$ cat src/rtl/aes_128_pkg.sv
// Shared AES-128 definitions: round count, round constants, FSM encoding and byte-order helpers.
package aes_128_pkg;

    localparam int unsigned NR = 10;

    typedef enum logic [1:0] {
        ST_IDLE   = 2'd0,
        ST_EXPAND = 2'd1,
        ST_READY  = 2'd2
    } state_t;

    // Rcon for expansion step r (0-based); only the low byte is non-zero.
    function automatic logic [7:0] rcon_of(input logic [3:0] r);
        case (r)
            4'd0:    return 8'h01;
            4'd1:    return 8'h02;
            4'd2:    return 8'h04;
            4'd3:    return 8'h08;
            4'd4:    return 8'h10;
            4'd5:    return 8'h20;
            4'd6:    return 8'h40;
            4'd7:    return 8'h80;
            4'd8:    return 8'h1b;
            4'd9:    return 8'h36;
            default: return 8'h00;
        endcase
    endfunction

    // BYTE_SWAP: the core keeps byte 0 in bits [7:0], FIPS-197 text lists byte 0 first (MSB).
    // Converting between the two is a plain 16-byte reversal.
    function automatic logic [127:0] byte_swap128(input logic [127:0] v);
        logic [127:0] r;
        r = '0;
        for (int i = 0; i < 16; i++) begin
            r[8*i +: 8] = v[8*(15-i) +: 8];
        end
        return r;
    endfunction

endpackage

$ cat src/rtl/aes_128_sbox.sv
// Combinational AES forward S-box, 256-entry lookup; shared with the cipher core.
module aes_128_sbox (
    input  logic [7:0] din,
    output logic [7:0] dout_c
);

    // Entry 0 sits in the top byte, so entry a lives at bit offset 8*(255-a) = {~a, 3'b000}.
    localparam logic [2047:0] SBOX_TBL = {
        128'h637c777bf26b6fc53001672bfed7ab76,
        128'hca82c97dfa5947f0add4a2af9ca472c0,
        128'hb7fd9326363ff7cc34a5e5f171d83115,
        128'h04c723c31896059a071280e2eb27b275,
        128'h09832c1a1b6e5aa0523bd6b329e32f84,
        128'h53d100ed20fcb15b6acbbe394a4c58cf,
        128'hd0efaafb434d338545f9027f503c9fa8,
        128'h51a3408f929d38f5bcb6da2110fff3d2,
        128'hcd0c13ec5f974417c4a77e3d645d1973,
        128'h60814fdc222a908846eeb814de5e0bdb,
        128'he0323a0a4906245cc2d3ac629195e479,
        128'he7c8376d8dd54ea96c56f4ea657aae08,
        128'hba78252e1ca6b4c6e8dd741f4bbd8b8a,
        128'h703eb5664803f60e613557b986c11d9e,
        128'he1f8981169d98e949b1e87e9ce5528df,
        128'h8ca1890dbfe6426841992d0fb054bb16
    };

    assign dout_c = SBOX_TBL[{~din, 3'b000} +: 8];

endmodule

$ cat src/rtl/aes_128_key_feeder.sv
// Expands a loaded AES-128 key into round keys 1..10 and serves them to the core one per key_ready.
module aes_128_key_feeder #(
    parameter int unsigned NR = 10
) (
    input  logic         clk,
    input  logic         kill,
    input  logic [127:0] key_in,
    input  logic         key_load,
    input  logic         in_en,
    input  logic         key_ready,
    input  logic         out_en,
    output logic [127:0] key_round,
    output logic         key_valid,
    output logic         busy,
    output logic         key_err
);
    import aes_128_pkg::*;

    localparam int unsigned IW = 4;

    state_t          state;
    logic [127:0]    ck_reg;
    logic [127:0]    w_reg;
    logic [127:0]    w_next;
    logic [127:0]    rk [NR];
    logic [IW-1:0]   idx;
    logic [IW-1:0]   rcnt;
    logic [31:0]     rot_w;
    logic [31:0]     sub_w;
    logic [31:0]     t_w;
    logic [31:0]     w0n, w1n, w2n, w3n;

    // SubWord(RotWord(w3)) with byte 0 in the low bits.
    assign rot_w = {w_reg[103:96], w_reg[127:104]};

    for (genvar g = 0; g < 4; g++) begin : g_sub
        aes_128_sbox u_sbox (
            .din    (rot_w[8*g +: 8]),
            .dout_c (sub_w[8*g +: 8])
        );
    end

    always_comb begin
        t_w    = sub_w ^ {24'h0, rcon_of(rcnt)};
        w0n    = w_reg[31:0]   ^ t_w;
        w1n    = w_reg[63:32]  ^ w0n;
        w2n    = w_reg[95:64]  ^ w1n;
        w3n    = w_reg[127:96] ^ w2n;
        w_next = {w3n, w2n, w1n, w0n};
    end

    // Round-key storage carries no reset; contents are meaningless until key_valid.
    always_ff @(posedge clk) begin
        if (state == ST_EXPAND && !key_load) begin
            rk[rcnt] <= w_next;
        end
    end

    always_ff @(posedge clk or posedge kill) begin
        if (kill) begin
            state     <= ST_IDLE;
            ck_reg    <= '0;
            w_reg     <= '0;
            idx       <= '0;
            rcnt      <= '0;
            key_round <= '0;
            key_valid <= 1'b0;
            busy      <= 1'b0;
            key_err   <= 1'b0;
        end else begin
            if (out_en) begin
                key_round <= ck_reg;
                idx       <= '0;
            end else if (in_en && key_ready) begin
                key_round <= rk[0];
                idx       <= IW'(1);
            end else if (in_en) begin
                idx <= '0;
            end else if (key_ready) begin
                if (key_valid && idx < IW'(NR)) begin
                    key_round <= rk[idx];
                    idx       <= idx + IW'(1);
                end else begin
                    key_err <= 1'b1;
                end
            end

            case (state)
                ST_EXPAND: begin
                    w_reg <= w_next;
                    rcnt  <= rcnt + IW'(1);
                    if (rcnt == IW'(NR - 1)) begin
                        state     <= ST_READY;
                        busy      <= 1'b0;
                        key_valid <= 1'b1;
                        key_round <= ck_reg;
                    end
                end
                default: ;
            endcase

            // A load overrides everything else on this edge and restarts expansion.
            if (key_load) begin
                state     <= ST_EXPAND;
                ck_reg    <= key_in;
                w_reg     <= key_in;
                rcnt      <= '0;
                idx       <= '0;
                key_valid <= 1'b0;
                key_err   <= 1'b0;
                busy      <= 1'b1;
            end
        end
    end

endmodule

$ cat config.mk
export PLATFORM = sky130hd
export DESIGN_NAME = aes_128_key_feeder
export DESIGN_NICKNAME = d
export VERILOG_FILES = /design/src/rtl/aes_128_pkg.sv /design/src/rtl/aes_128_sbox.sv /design/src/rtl/aes_128_key_feeder.sv
export SDC_FILE = /design/constraint.sdc
export NUM_CORES = 2
export LEC_CHECK = 0
export CAP_MARGIN = 20
export CELL_PAD_IN_SITES_DETAIL_PLACEMENT = 1
export CELL_PAD_IN_SITES_GLOBAL_PLACEMENT = 1
export CORE_UTILIZATION = 40
export DETAILED_ROUTE_END_ITERATION = 10
export PLACE_DENSITY = 0.76
export SLEW_MARGIN = 0
export SYNTH_ARGS = -nofsm -noshare
export SYNTH_HDL_FRONTEND = slang
export SYNTH_SLANG_ARGS = --single-unit
$ cat constraint.sdc
create_clock -name clk -period 20.4 [get_ports clk]
set_clock_uncertainty 0.1 [all_clocks]
set_input_delay 5.1 -clock clk [delete_from_list [all_inputs] [get_ports clk]]
set_output_delay 5.1 -clock clk [all_outputs]
set_load 0.02 [all_outputs]
==> run_results.csv <==
group,metric,value,unit
synth,async_flop_share,23.6,%
floorplan,rows,167,
floorplan,core_area,207000,µm²
clock_network,post_cts_resized,0,
clock_network,postCtsSetupBuffers,0,
placed_design,hpwl,207000,µm
setup_path,required,20.95,ns
final_layout,top_register,"rk",
worst_hold_path,hold_path.class,"register to register",
setup_path,path_cells,"clkdlybuf4s50_1, nand3_1, or2_4, buf_4, buf_4, a211oi_1, a21oi_1, nand2_1, o21ai_0, o21ai_0",
setup_path,crit_cells,10,
clock_network,clock_latency,0.86,ns
worst_hold_path,holdPathStages,2,
routing,vias,61400,
final_layout,drive_gt1_share,12.5,%
clock_network,clk_pin_slew,0.06,ns
grt,overflow,0,
clock_network,cts_buffers,172,
grt,grt_pass1_wl,461000,µm
timing,rsz0062_at_grt,"no",
final_layout,largest_reg_flops,1280,
setup_path,critPathTopFamily,"buffers and inverters",
placed_design,portBuffers,264,
floorplan,die-area,210000,µm²
grt,track_usage,30.1,%
clock_network,hold_buffers,0,
routing,via_per_inst,6.42,
synth,synth_cells,6673,
timing,tns,0,ns
clock_network,htreeDepth,4,
grt,antenna_found_initial,25,
setup_path,arrival,8.66,ns
final_layout,final_cells,9555,
routing,wl_per_cell,33.6,µm
timing,tightest_slew,1.26,ns
clock_network,cts_root_buffer,"clkbuf_16",
floorplan,die_h,458,µm
routing,drtPass1Iterations,6,
final_layout,area_growth,13.2,%
synth,syn_nets,6872,
floorplan,start_util,40.2,%
synth,synth_seq_cells,1675,
routing,wl,321000,µm
synth,yosysTopAreaCellShare,46.2,%
timing,fin_crit_sh,39.7,%
timing,fin_crit,8.10,ns
synth,synth_warnings,0,
timing,setup_viol,0,
outcome,status,"complete, no violations",
setup_path,path_buf_inv,3,
setup_path,crit_fanout,54,
placed_design,place.gp.congestion,0.977,
synth,ys_seq_area_share,58.1,%
setup_path,critical_path_class,"input port to register",
synth,ys_types,110,
timing,maxSlewHeadroom,15.9,%
synth,synthesis.area,83200,µm²
floorplan,ios,265,
synth,yosysTopAreaCell,"edfxtp_1",
setup_path,cpPeakStageDelay,0.68,ns
routing,drc,0,
setup_path,cp-end-kind,"register",
synth,ys_top_cells_by_area,"edfxtp_1, dfrtp_1, mux4_2",
synth,ys.flop_type,"edfxtp_1",
setup_path,slowest_stage,"buf_4",
setup_path,r2r_cells,12,
timing,maxSlewViolCount,0,
routing,ant_nets,0,
synth,postSynthAreaPerCell,12.5,µm²
clock_network,cts_max_path_buffers,3,
grt,grt_pass1_vias,62700,
clock_network,cts.sinks,1675,
timing,hold_ws,0.385,ns
grt,grt_max_degree,151,
synth,synth_edf_count,1280,
clock_network,cts_tree,"yes",
floorplan,fp.dieW,458,µm
final_layout,nets,6889,
setup_path,crit_path_start_kind,"input port",
timing,hold_viol,0,
routing,first_iter_violations,7278,
run,cap_violations,0,
placed_design,dp_cells,9211,
timing,max_freq,123,MHz
-- worst register-to-register path: cells and delay by family (launching register included) --
family | cells | cell delay (ns)
adders and majority gates | 1 | 0.79
xor gates and xnor gates | 3 | 1.17
and+or+nand+nor | 1 | 0.82
AOI/OAI and AO/OA | 3 | 1.65
buffers and inverters | 4 | 1.40
DFF | 1 | 0.33
-- through the flow --
stage | worst slack (ns) | area, µm² | util (%)
after global routing | 12.20 | 94100 | 45.5
after global placement | 11.84 | 88200 | 42.6
after floorplan | 4.22 | 83200 | -
after CTS | 12.39 | 94100 | 45.5
final | 12.30 | 94200 | 45.5
after detailed placement | 11.59 | 88200 | 42.7
-- Yosys cell counts (19+ instances only) --
cell type / count
nor2b_1: 227
o21ai_1: 36
xor2_1: 95
a2111oi_0: 20
and2_1: 35
or3_1: 34
and3_1: 24
or2_2: 26
a311oi_1: 49
ha_1: 64
inv_1: 166
nand2_1: 612
o2111ai_1: 28
a211oi_1: 301
nor2_1: 185
o21ai_0: 582
a21oi_1: 301
o31ai_1: 30
dfrtp_1: 395
clkbuf_1: 387
o211ai_1: 54
a31oi_1: 71
o311ai_0: 37
a21o_1: 28
buf_1: 77
nand3_1: 104
nand2b_1: 112
mux4_2: 290
edfxtp_1: 1280
a211o_1: 25
mux2_2: 32
nor3_1: 87
buf_2: 112
a311o_1: 22
xnor2_1: 129
mux2i_1: 190
a221oi_1: 19
nand4_1: 29
-- final cells by class --
type                            instances  area [µm²]
Tap cell                             2704        3380
Multi-Input combinational cell       4226       31900
Sequential cell                      1675       48400
Antenna cell                           10        25.0
Fill cell                           21000      113000
Timing Repair Buffer                  433        4000
Clock buffer                          236        4760
Clock inverter                         89        1060
Inverter                              182         691
-- per-layer routing --
layer | track usage [%] | share of wire [%] | vias up
met5 | 0 | 0.016 | -
met3 | 4.93 | 7.4 | 621
met1 | 39.4 | 40 | 32400
met4 | 16.7 | 6.2 | 8
met2 | 47.8 | 46 | 2926
li1 | - | - | 25500
-- cells by family (layout without fill, tap and decap cells) --
family | Yosys count | in the layout | synth area share, %
AOI/OAI and AO/OA | 1834 | 1834 | 14.4
adders and majority gates | 66 | 66 | 0.999
DFF | 1675 | 1675 | 58.1
buffers and inverters | 772 | 940 | 3.73
other | 0 | 10 | 0
muxes | 513 | 513 | 10.6
and+or+nand+nor | 1571 | 1571 | 9.34
xor gates and xnor gates | 242 | 242 | 2.84
-- path summary, 6_finish.rpt --
path / from / to / slack (ns)
max: key_ready / key_round[47] / 12.30
min: ck_reg[112] / key_round[112] / 0.39
max reg2reg: w_reg[112] / rk[8][110] / 13.81
min reg2reg: ck_reg[112] / key_round[112] / 0.39
max in group asynchronous: kill / w_reg[115] / 13.14
min in group asynchronous: kill / w_reg[23] / 4.89
-- cells in the final DEF, fill, tap and decap left out, drive strengths merged, types with 22 or more instances in the layout --
cell type and count:
a211oi 303, ha 64, o311ai 45, xnor2 129, mux4 290, a31oi 71
o31ai 30, nand4 29, mux2 33, clkdlybuf4s50 263, o21ai 618, clkinv 66
mux2i 190, o211ai 54, a311o 22, a21oi 301, or2 34, nand2b 112
dfrtp 395, and2 39, edfxtp 1280, a21o 28, clkbuf 236, buf 170
xor2 96, and3 24, or3 34, nor2b 228, a311oi 49, nor2 185
nand3 104, a211o 25, inv 183, nor3 88, nand2 612, o2111ai 28
Power is left out: the tool's default activity adds up to more than one toggle a clock period on the data nets, which glitch-free logic cannot reach.
